===== src/rtl/jpeg_pkg.sv =====
// ---------------------------------------------------------------------------
// jpeg_pkg
//   Definitions shared by the JPEG zigzag / de-zigzag buffers.
//   BLK_DEPTH    : coefficients per 8x8 block
//   IDX_W        : width of a coefficient index within a block
//   bank_state_t : per-bank fill state (EMPTY -> FILLING -> FULL -> EMPTY)
//   ZZ_TO_NAT    : zigzag scan index -> natural raster index (row*8+col)
// ---------------------------------------------------------------------------
package jpeg_pkg;

  localparam int unsigned BLK_DEPTH = 64;
  localparam int unsigned IDX_W     = 6;

  typedef enum logic [1:0] {
    EMPTY   = 2'd0,
    FILLING = 2'd1,
    FULL    = 2'd2
  } bank_state_t;

  // Ascending packed range so element 0 is the first entry of the literal.
  localparam logic [0:BLK_DEPTH-1][IDX_W-1:0] ZZ_TO_NAT = {
    6'd0,  6'd1,  6'd8,  6'd16, 6'd9,  6'd2,  6'd3,  6'd10,
    6'd17, 6'd24, 6'd32, 6'd25, 6'd18, 6'd11, 6'd4,  6'd5,
    6'd12, 6'd19, 6'd26, 6'd33, 6'd40, 6'd48, 6'd41, 6'd34,
    6'd27, 6'd20, 6'd13, 6'd6,  6'd7,  6'd14, 6'd21, 6'd28,
    6'd35, 6'd42, 6'd49, 6'd56, 6'd57, 6'd50, 6'd43, 6'd36,
    6'd29, 6'd22, 6'd15, 6'd23, 6'd30, 6'd37, 6'd44, 6'd51,
    6'd58, 6'd59, 6'd52, 6'd45, 6'd38, 6'd31, 6'd39, 6'd46,
    6'd53, 6'd60, 6'd61, 6'd54, 6'd47, 6'd55, 6'd62, 6'd63
  };

  function automatic logic [IDX_W-1:0] zz_to_nat(input logic [IDX_W-1:0] k);
    return ZZ_TO_NAT[k];
  endfunction

endpackage


===== src/rtl/dezigzag_bank.sv =====
// ---------------------------------------------------------------------------
// dezigzag_bank
//   One ping-pong bank: 64-entry coefficient store with a write mask and a
//   fill-state FSM. Unwritten entries read back as zero through the mask.
// Ports
//   clock, reset_n : rising-edge clock, asynchronous active-low reset
//   we_i           : write data_i at natural index addr_i, set its mask bit
//   addr_i, data_i : write port
//   complete_i     : with we_i, this write finishes the block -> FULL
//   clear_i        : block consumed -> EMPTY, mask cleared
//   state_o        : current fill state
//   rd_data_o      : masked parallel read of all 64 entries
// ---------------------------------------------------------------------------
module dezigzag_bank
  import jpeg_pkg::*;
#(
  parameter int unsigned DATA_WIDTH = 16
) (
  input  logic                  clock,
  input  logic                  reset_n,
  input  logic                  we_i,
  input  logic [IDX_W-1:0]      addr_i,
  input  logic [DATA_WIDTH-1:0] data_i,
  input  logic                  complete_i,
  input  logic                  clear_i,
  output bank_state_t           state_o,
  output logic [DATA_WIDTH-1:0] rd_data_o [0:BLK_DEPTH-1]
);

  bank_state_t            state_q, state_d;
  logic [BLK_DEPTH-1:0]   mask_q, mask_d;
  logic [DATA_WIDTH-1:0]  mem_q [0:BLK_DEPTH-1];

  always_ff @(posedge clock or negedge reset_n) begin
    if (!reset_n) begin
      state_q <= EMPTY;
      mask_q  <= '0;
    end else begin
      state_q <= state_d;
      mask_q  <= mask_d;
    end
  end

  always_comb begin
    state_d = state_q;
    unique case (state_q)
      EMPTY:   if (we_i) state_d = complete_i ? FULL : FILLING;
      FILLING: if (we_i && complete_i) state_d = FULL;
      FULL:    if (clear_i) state_d = EMPTY;
      default: state_d = EMPTY;
    endcase
  end

  always_comb begin
    mask_d = mask_q;
    if (clear_i) begin
      mask_d = '0;
    end else if (we_i) begin
      mask_d[addr_i] = 1'b1;
    end
  end

  // Storage needs no reset: the mask hides anything not written this block.
  always_ff @(posedge clock) begin
    if (we_i) begin
      mem_q[addr_i] <= data_i;
    end
  end

  always_comb begin
    for (int unsigned n = 0; n < BLK_DEPTH; n++) begin
      rd_data_o[n] = mask_q[n] ? mem_q[n] : '0;
    end
  end

  assign state_o = state_q;

endmodule


===== src/rtl/dezigzag_buffer_64x16bit.sv =====
// ---------------------------------------------------------------------------
// dezigzag_buffer_64x16bit
//   Collects coefficients arriving in zigzag order and presents each finished
//   8x8 block in raster order. Two banks ping-pong so one block can fill while
//   the previous one waits for the consumer.
// Ports
//   clock, reset_n      : rising-edge clock, asynchronous active-low reset
//   in_valid / in_ready : input handshake (in_ready from registered state only)
//   in_data             : coefficient at the current zigzag index
//   in_eob              : last nonzero coefficient of the block
//   out_valid/out_ready : block handshake
//   out_data            : completed block, index = row*8+col
// ---------------------------------------------------------------------------
module dezigzag_buffer_64x16bit
  import jpeg_pkg::*;
#(
  parameter int unsigned DATA_WIDTH = 16,
  parameter int unsigned DEPTH      = 64
) (
  input  logic                  clock,
  input  logic                  reset_n,
  input  logic                  in_valid,
  output logic                  in_ready,
  input  logic [DATA_WIDTH-1:0] in_data,
  input  logic                  in_eob,
  output logic                  out_valid,
  input  logic                  out_ready,
  output logic [DATA_WIDTH-1:0] out_data [0:DEPTH-1]
);

  logic              ready_en_q;
  logic [IDX_W-1:0]  k_q, k_d;
  logic              wr_sel_q, wr_sel_d;
  logic              rd_sel_q, rd_sel_d;

  bank_state_t       st0, st1;
  bank_state_t       wr_state, rd_state;
  logic [DATA_WIDTH-1:0] rd0 [0:BLK_DEPTH-1];
  logic [DATA_WIDTH-1:0] rd1 [0:BLK_DEPTH-1];

  logic              accept, last, out_fire;
  logic [IDX_W-1:0]  wr_addr;

  // Holds in_ready low through reset and until the first clock after release.
  always_ff @(posedge clock or negedge reset_n) begin
    if (!reset_n) begin
      ready_en_q <= 1'b0;
    end else begin
      ready_en_q <= 1'b1;
    end
  end

  always_ff @(posedge clock or negedge reset_n) begin
    if (!reset_n) begin
      k_q      <= '0;
      wr_sel_q <= 1'b0;
      rd_sel_q <= 1'b0;
    end else begin
      k_q      <= k_d;
      wr_sel_q <= wr_sel_d;
      rd_sel_q <= rd_sel_d;
    end
  end

  assign wr_state  = wr_sel_q ? st1 : st0;
  assign rd_state  = rd_sel_q ? st1 : st0;

  assign in_ready  = ready_en_q && (wr_state != FULL);
  assign out_valid = (rd_state == FULL);

  assign accept    = in_valid && in_ready;
  assign last      = accept && (in_eob || (k_q == IDX_W'(BLK_DEPTH - 1)));
  assign out_fire  = out_valid && out_ready;
  assign wr_addr   = zz_to_nat(k_q);

  always_comb begin
    k_d      = k_q;
    wr_sel_d = wr_sel_q;
    rd_sel_d = rd_sel_q;
    if (last) begin
      k_d      = '0;
      wr_sel_d = ~wr_sel_q;
    end else if (accept) begin
      k_d      = k_q + 1'b1;
    end
    if (out_fire) begin
      rd_sel_d = ~rd_sel_q;
    end
  end

  // A FULL bank is never written (in_ready is low), so write and clear
  // strobes can never land on the same bank in one cycle.
  dezigzag_bank #(.DATA_WIDTH(DATA_WIDTH)) u_bank0 (
    .clock      (clock),
    .reset_n    (reset_n),
    .we_i       (accept && !wr_sel_q),
    .addr_i     (wr_addr),
    .data_i     (in_data),
    .complete_i (last && !wr_sel_q),
    .clear_i    (out_fire && !rd_sel_q),
    .state_o    (st0),
    .rd_data_o  (rd0)
  );

  dezigzag_bank #(.DATA_WIDTH(DATA_WIDTH)) u_bank1 (
    .clock      (clock),
    .reset_n    (reset_n),
    .we_i       (accept && wr_sel_q),
    .addr_i     (wr_addr),
    .data_i     (in_data),
    .complete_i (last && wr_sel_q),
    .clear_i    (out_fire && rd_sel_q),
    .state_o    (st1),
    .rd_data_o  (rd1)
  );

  always_comb begin
    for (int unsigned n = 0; n < DEPTH; n++) begin
      out_data[n] = rd_sel_q ? rd1[n] : rd0[n];
    end
  end

endmodule


===== config.mk =====
export PLATFORM = sky130hd
export DESIGN_NAME = dezigzag_buffer_64x16bit
export DESIGN_NICKNAME = d
export VERILOG_FILES = /design/src/rtl/jpeg_pkg.sv /design/src/rtl/dezigzag_bank.sv /design/src/rtl/dezigzag_buffer_64x16bit.sv
export SDC_FILE = /design/constraint.sdc
export NUM_CORES = 2
export LEC_CHECK = 0
export CORE_ASPECT_RATIO = 0.6
export CORE_MARGIN = 3
export CORE_UTILIZATION = 50
export CTS_CLUSTER_DIAMETER = 150
export DETAILED_ROUTE_END_ITERATION = 8
export GPL_TIMING_DRIVEN = 0
export PLACE_DENSITY = 0.75
export SLEW_MARGIN = 20
export SYNTH_ARGS = -nofsm -noshare
export SYNTH_HDL_FRONTEND = slang
export SYNTH_HIERARCHICAL = 1
export SYNTH_SLANG_ARGS = --single-unit

===== constraint.sdc =====
create_clock -name clock -period 3.93 [get_ports clock]
set_clock_uncertainty 0.05 [all_clocks]
set_input_delay 1.179 -clock clock [delete_from_list [all_inputs] [get_ports clock]]
set_output_delay 1.179 -clock clock [all_outputs]
set_load 0.005 [all_outputs]

# Word-level counts from Yosys, hierarchy flattened
# Memories as Yosys holds them, arrays and structs flattened.
# Index checks and enable logic that the tools add are counted.
dict set report totals {
  register_bits 141
  latch_bits 0
  ramBits 2048
  mem_bits_ro 384
  inputBits 21
  out_inout_bits 1026
  elab_cells 274
  memories 3
}
# name depth width read_ports rd_ports_with_merged_regs wr line_no
set memory_table {}
lappend memory_table {u_bank0.mem_q 64 16 64 0 1 dezigzag_bank.sv:32} ;# logic [DATA_WIDTH-1:0] mem_q [0:BLK_DEPTH-1];
lappend memory_table {u_bank1.mem_q 64 16 64 0 1 dezigzag_bank.sv:32}
lappend memory_table {{(name not given)} 64 6 1 0 0 jpeg_pkg.sv:33} ;# return ZZ_TO_NAT[k];
dict set report classes {
  add_sub_neg 1
  n_mul 0
  div 0
  magnitude_cmp 3
  n_eq_ne 13
  shift 0
  muxes 218
  bitwise_logic 5
  reduce_logical 23
}
# operator n
set op_table {}
lappend op_table {{two-way mux 16 bit} 192}
lappend op_table {{two-way mux 64 bit} 4}
lappend op_table {{bitwise OR 64 bit} 2}
lappend op_table {{two-way mux 6 bit} 4}
lappend op_table {{two-way mux 2 bit} 10}
lappend op_table {{logical AND 1 bit} 13}
lappend op_table {{inequality test 2 x 1 -> 1 bit (second input constant)} 6}
lappend op_table {{case mux 2 bit (3 select lines)} 2}
lappend op_table {{greater-or-equal comparator 7 bit (second input constant)} 1}
lappend op_table {{< comparator 6 x 7 -> 1 bit (second input constant)} 1}
lappend op_table {{inverter 6 -> 7 bit} 1}
lappend op_table {{adder 6 x 1 -> 6 bit (second input constant)} 1}
lappend op_table {{demux 1 bit (select 6 bit)} 1}
lappend op_table {{== test 2 bit (second input constant)} 3}
lappend op_table {{== test 6 bit (second input constant)} 1}
lappend op_table {{greater-or-equal comparator 6 x 1 -> 1 bit (second input constant)} 1}
lappend op_table {{AND reduction 3 bit} 2}
lappend op_table {{nonzero test 2 bit} 3}
lappend op_table {{two-way mux 1 bit} 5}
lappend op_table {{== test 2 x 1 -> 1 bit (second input constant)} 2}
lappend op_table {{zero test 2 bit} 2}
lappend op_table {{zero test 1 bit} 2}
lappend op_table {{inequality test 2 bit (second input constant)} 1}
lappend op_table {{inverter 1 bit} 2}
lappend op_table {{logical OR 1 bit} 1}

# Depth between registers and ports, before layout
dict set report logic_depth {
  word_depth 11
  mapped_depth 11
  mapped_depth_nobuf 9
}

# Modules after synthesis
# Netlist, hierarchy kept.
# mod instances cells_per_inst area_each_um2 seq_area_each_um2
set by_module_without_submodules {}
lappend by_module_without_submodules {{dezigzag_bank (u_bank1)} 1 2440 40515.1 32401.1}
lappend by_module_without_submodules {{dezigzag_bank (u_bank0)} 1 2440 40462.6 32401.1}
lappend by_module_without_submodules {dezigzag_buffer_64x16bit 1 1274 13314.0 225.2}

# Least setup slack after synthesis
# OpenSTA, ideal clock, no wires.
dict set report synth_path {
  path_type {register to register}
  startpoint {register k_q[0]}
  endpoint {memory u_bank0.mem_q[49][0], enable pin}
  setup_ns 0.409
  arrival_ns 3.803
  slack_ns -0.333
  path_stages_with_launch 12
  period_less_slack_ns 4.263
  cell_sequence {dfrtp_1 buf_4 inv_1 ha_1 nor2b_1 a211oi_1 a211o_1 a31oi_1 buf_2 nand4b_4 buf_2 nor3_1}
}
dict set report synth_between {
  elab_chain_cells 4
}
# element line_no
set synth_lines {}
lappend synth_lines {{start: declaration} dezigzag_buffer_64x16bit.sv:32} ;# logic [IDX_W-1:0] k_q, k_d;
lappend synth_lines {{start signal: assignment} dezigzag_buffer_64x16bit.sv:59} ;# k_q <= k_d;
lappend synth_lines {{inverter 6 -> 7 bit (not written as such)} jpeg_pkg.sv:33}
lappend synth_lines {{memory (64 x 6 bit)} --}
lappend synth_lines {{two-way mux 6 bit (not written as such) (2 in series)} jpeg_pkg.sv:33}
lappend synth_lines {{via wr_addr[4]} dezigzag_buffer_64x16bit.sv:42} ;# logic [IDX_W-1:0] wr_addr;
lappend synth_lines {{end: declaration} dezigzag_bank.sv:32}
# The timed path passes the listed nets, and every way through them passes these cells. The select of a mux whose other input is x is not followed.

==> implementation parameters <==
Parameter                              Value

Run status
  Outcome ... finished, violations left
  Failing checks ... negative setup slack

Global route
  Number of antenna violations at the first check in global routing ... 16
  Number of global-route vias before repair ... 57300
  Global router's overall resource usage ... 30.2%
  Maximum number of pins on one net before global-route repair ... 77
  First-pass GRT wire length ... 420000 um
  Final global-route overflow total ... 0

Floorplanning
  # IOs ... 1047
  Initial cell density of the core ... 50.7%
  FP Rows ... 122
  Horizontal die dimension ... 567 um
  Area of the die ... 0.194 mm^2
  Area of the core ... 0.186 mm^2
  Die Span Y ... 342 um

Run
  Max-cap violations ... 0

Setup path
  Type of the worst setup path ... reg2out
  CP Launch Type ... flop
  Worst Reg2Reg Path Length in Cells ... 6
  Worst setup EP type ... primary output
  R2R Setup Slk ... 80 ps
  Required time at the endpoint of the critical path ... 2700 ps
  Endpoint of the worst-slack reg-to-reg timing path ... u_bank0/mask_q[33]$_DFFE_PN0P_
  Crit Reg-Reg Startpoint ... rd_sel_q$_DFFE_PN0P_
  Maximum fanout along the worst path ... 10
  Critical Path AT ... 2870 ps

Route
  Count of routing violations after the opening detailed-route iteration ... 6739
  Count of TritonRoute iterations in the first routing pass ... 5
  Final antenna-violating net count ... 0
  Post-detailed-route via-to-cell ratio ... 5.70
  Total wirelength of the detailed-routed design ... 308000 um
  # DRC ... 0
  Routed len/inst ... 29.7 um
  Vias after detailed routing ... 59200

Synthesis
  Count of different cell masters after synthesis ... 60
  Most common flop cell mapped by yosys ... sky130_fd_sc_hd__edfxtp_1
  Post-synthesis share of cell area spent on and, or, nand and nor gates ... 15.0%
  Share of flip-flops with an asynchronous set or reset after synthesis ... 6.44%
  Number of enable flip-flop cells after synthesis ... 2048
  Fraction of the mapped netlist area in compound gates ... 1.25%
  Net Count, Synth ... 6189
  Mean Syn Cell Area ... 15.3 um^2
  Cell taking the most area after synthesis ... sky130_fd_sc_hd__edfxtp_1
  Fraction of post-synthesis cell area in the top cell type by area ... 65.2%
  Combinational family with the most area after synthesis ... simple AND/OR/NAND/NOR gates
  Post-synthesis sequential area ratio ... 69.0%
  Top cells by instance count after synthesis ... sky130_fd_sc_hd__and2_1, sky130_fd_sc_hd__edfxtp_1, sky130_fd_sc_hd__mux2_2
  Adder-cell share of the synthesized area ... 0.186%
  Gate count after technology mapping ... 6154
  Synth warnings ... 6
  Yosys reg bits ... 2189
  Multiplexer area fraction after synthesis ... 12.5%
  Largest cells by area after synthesis ... sky130_fd_sc_hd__edfxtp_1, sky130_fd_sc_hd__and2_1, sky130_fd_sc_hd__mux2_2
  XOR/XNOR Fraction of Synth Area ... 0.0186%
  Post-synthesis instance area ... 0.0943 mm^2

Pwr
  Power, Total ... 75500 uW
  Power density over the cells ... 611 mW/mm^2
  Leakage component of the power ... 0.0558 uW
  Maximum ir drop on the vdd rail ... 0.431 mV

STA
  Highest achievable clock rate ... 244 MHz
  Worst slew margin relative to its limit ... 12.9%
  Final number of max-transition violations ... 0
  Final setup violation count ... 142
  RSZ-0062 raised after global routing ... yes
  Minimum clock period after layout ... 4100 ps
  Pin slew with the least headroom to its limit ... 1310 ps
  Number of failing hold endpoints at the final stage ... 0
  Setup tns final ... -5820 ps
  Portion of the clock cycle consumed by the worst path in the final layout ... 104%
  Post-route worst setup slack ... -167 ps

Clock tree
  Post-CTS Hold Buffers ... 0
  Clock insertion delay at the later pin of the skew report ... 790 ps
  Maximum count of clock buffers along a single path ... 4
  Number of H-tree branching levels ... 4
  CTS tree ... done
  Clock input transition at the sequential cells of the worst setup and hold paths ... 60 ps
  CTS root buffer ... sky130_fd_sc_hd__clkbuf_16
  Number of buffers created by CTS ... 206
  Count of clock tree sinks ... 2189

Cells and area
  Fraction of final layout cells sized beyond drive strength 1 ... 26.1%
  Post-layout nets ... 7775
  Layout overhead on the synthesized area ... 31.1%
  Count of filler cells inserted in the layout ... 12300

Hold path
  Class of the most critical hold timing path ... in2async

Place
  Placer's final routability congestion estimate ... 0.839
  Number of port buffers ... 1046
  Dpl hpwl ... 196000 um
-- worst max path at each step --
stage | slack (ps) | start | end
floorplan | -330 | k_q[0]$_DFFE_PN0P_ | u_bank0/mem_q[49][0]$_DFFE_PP_
global placement | -5680 | reset_n | u_bank1/mask_q[5]$_DFFE_PN0P_
detailed placement | -1630 | k_q[0]$_DFFE_PN0P_ | u_bank0/mem_q[16][10]$_DFFE_PP_
CTS | -260 | rd_sel_q$_DFFE_PN0P_ | out_data[880]
global route | -250 | rd_sel_q$_DFFE_PN0P_ | out_data[871]
finish | -170 | rd_sel_q$_DFFE_PN0P_ | out_data[871]
-- cell families after synthesis --
group,count (synthesis)
other,1
adder cells (fa/ha/maj),14
XOR/XNOR,2
AND/OR/NAND/NOR,2288
AO/OA/AOI/OAI,165
buffers and inverters,456
flip-flops,2189
multiplexers,1039
-- critical path: stages (launching register included) --
cell and delay (ps):
sky130_fd_sc_hd__dfrtp_2 440, sky130_fd_sc_hd__buf_12 230, sky130_fd_sc_hd__buf_12 140, sky130_fd_sc_hd__buf_8 140, sky130_fd_sc_hd__buf_4 130, sky130_fd_sc_hd__buf_8 140, sky130_fd_sc_hd__mux2_2 380, sky130_fd_sc_hd__clkdlybuf4s50_1 460
-- registers in the layout, indices dropped and copies added, names as in the netlist, 2 cells and up --
register and flops:
k_q 6, u_bank1/mem_q 1024, u_bank0/state_o 2, u_bank1/mask_q 64
u_bank1/state_o 2, u_bank0/mask_q 64, u_bank0/mem_q 1024
-- area by class of cell --
| type | instances | area [um^2] | area share [%] |
|---|---|---|---|
| Timing Repair Buffer | 1389 | 17200 | 13.9 |
| Inverter | 133 | 503 | 0.407 |
| Clock buffer | 287 | 5640 | 4.56 |
| Clock inverter | 73 | 641 | 0.518 |
| Tap cell | 2480 | 3100 | 2.51 |
| Antenna cell | 6 | 15.0 | 0.0121 |
| Multi-Input combinational cell | 3509 | 28600 | 23.2 |
| Buffer | 312 | 2890 | 2.34 |
| Sequential cell | 2189 | 65000 | 52.6 |
-- placed cells by master (no fill, tap or decap), types with 9 or more instances in the layout --
master / instances
sky130_fd_sc_hd__nand2b_1: 15
sky130_fd_sc_hd__buf_6: 48
sky130_fd_sc_hd__inv_1: 130
sky130_fd_sc_hd__mux2_4: 48
sky130_fd_sc_hd__o21ai_0: 9
sky130_fd_sc_hd__clkbuf_16: 223
sky130_fd_sc_hd__dlygate4sd2_1: 15
sky130_fd_sc_hd__mux2_2: 977
sky130_fd_sc_hd__clkdlybuf4s50_1: 194
sky130_fd_sc_hd__o22ai_2: 14
sky130_fd_sc_hd__buf_8: 44
sky130_fd_sc_hd__buf_12: 190
sky130_fd_sc_hd__buf_2: 18
sky130_fd_sc_hd__and2_1: 2048
sky130_fd_sc_hd__nor2_4: 108
sky130_fd_sc_hd__o32ai_1: 13
sky130_fd_sc_hd__nand2_1: 11
sky130_fd_sc_hd__clkbuf_4: 9
sky130_fd_sc_hd__clkbuf_1: 190
sky130_fd_sc_hd__clkbuf_8: 19
sky130_fd_sc_hd__clkbuf_2: 60
sky130_fd_sc_hd__dlymetal6s2s_1: 762
sky130_fd_sc_hd__buf_4: 178
sky130_fd_sc_hd__nor3_4: 13
sky130_fd_sc_hd__buf_16: 22
sky130_fd_sc_hd__nor2_1: 11
sky130_fd_sc_hd__clkinv_2: 23
sky130_fd_sc_hd__edfxtp_1: 2048
sky130_fd_sc_hd__dfrtp_1: 139
sky130_fd_sc_hd__o22ai_1: 102
sky130_fd_sc_hd__clkdlybuf4s15_1: 13
sky130_fd_sc_hd__ha_1: 13
sky130_fd_sc_hd__clkinv_1: 29
-- per-layer routing --
layer	GRT usage, %	part of all wire (%)	wire length [um]	vias up
met3	6.87	9.9	30600	545
met4	10.2	4.2	13000	2
met2	47.5	46	143000	3165
met5	0	0.0039	12	-
li1	-	-	-	25100
met1	41.8	39	122000	30400
-- where the power goes --
| group | internal (uW) | leakage (uW) | total [uW] | switching, uW |
|---|---|---|---|---|
| sequential | 26200 | 0.0202 | 27700 | 1500 |
| clock | 10500 | 0.00306 | 19000 | 8520 |
| combinational | 15100 | 0.0326 | 28700 | 13600 |
| total | 51800 | 0.0558 | 75500 | 23700 |
-- stage by stage --
stage / utilization [%] / instances / cell area (um^2) / setup slack, ps / hold slack, ps
floorplan: - / 6154 / 94400 / -333 / 415
global placement: 58.1 / 9680 / 108000 / -5680 / 432
detailed placement: 58.7 / 9726 / 109000 / -1630 / 450
CTS: 64.0 / 10200 / 119000 / -264 / 239
global route: 66.5 / 10400 / 124000 / -249 / 269
finish: 66.5 / 10400 / 124000 / -167 / 252
-- repair_timing --
item | in CTS | in global routing
gates resized for setup | 339 | 1265
setup endpoints to repair | 3169 | 2133
setup buffers | 163 | 116
cloned | 0 | 18
pin swaps | 116 | 8
Note: power is estimated with default switching activity, not from simulation.
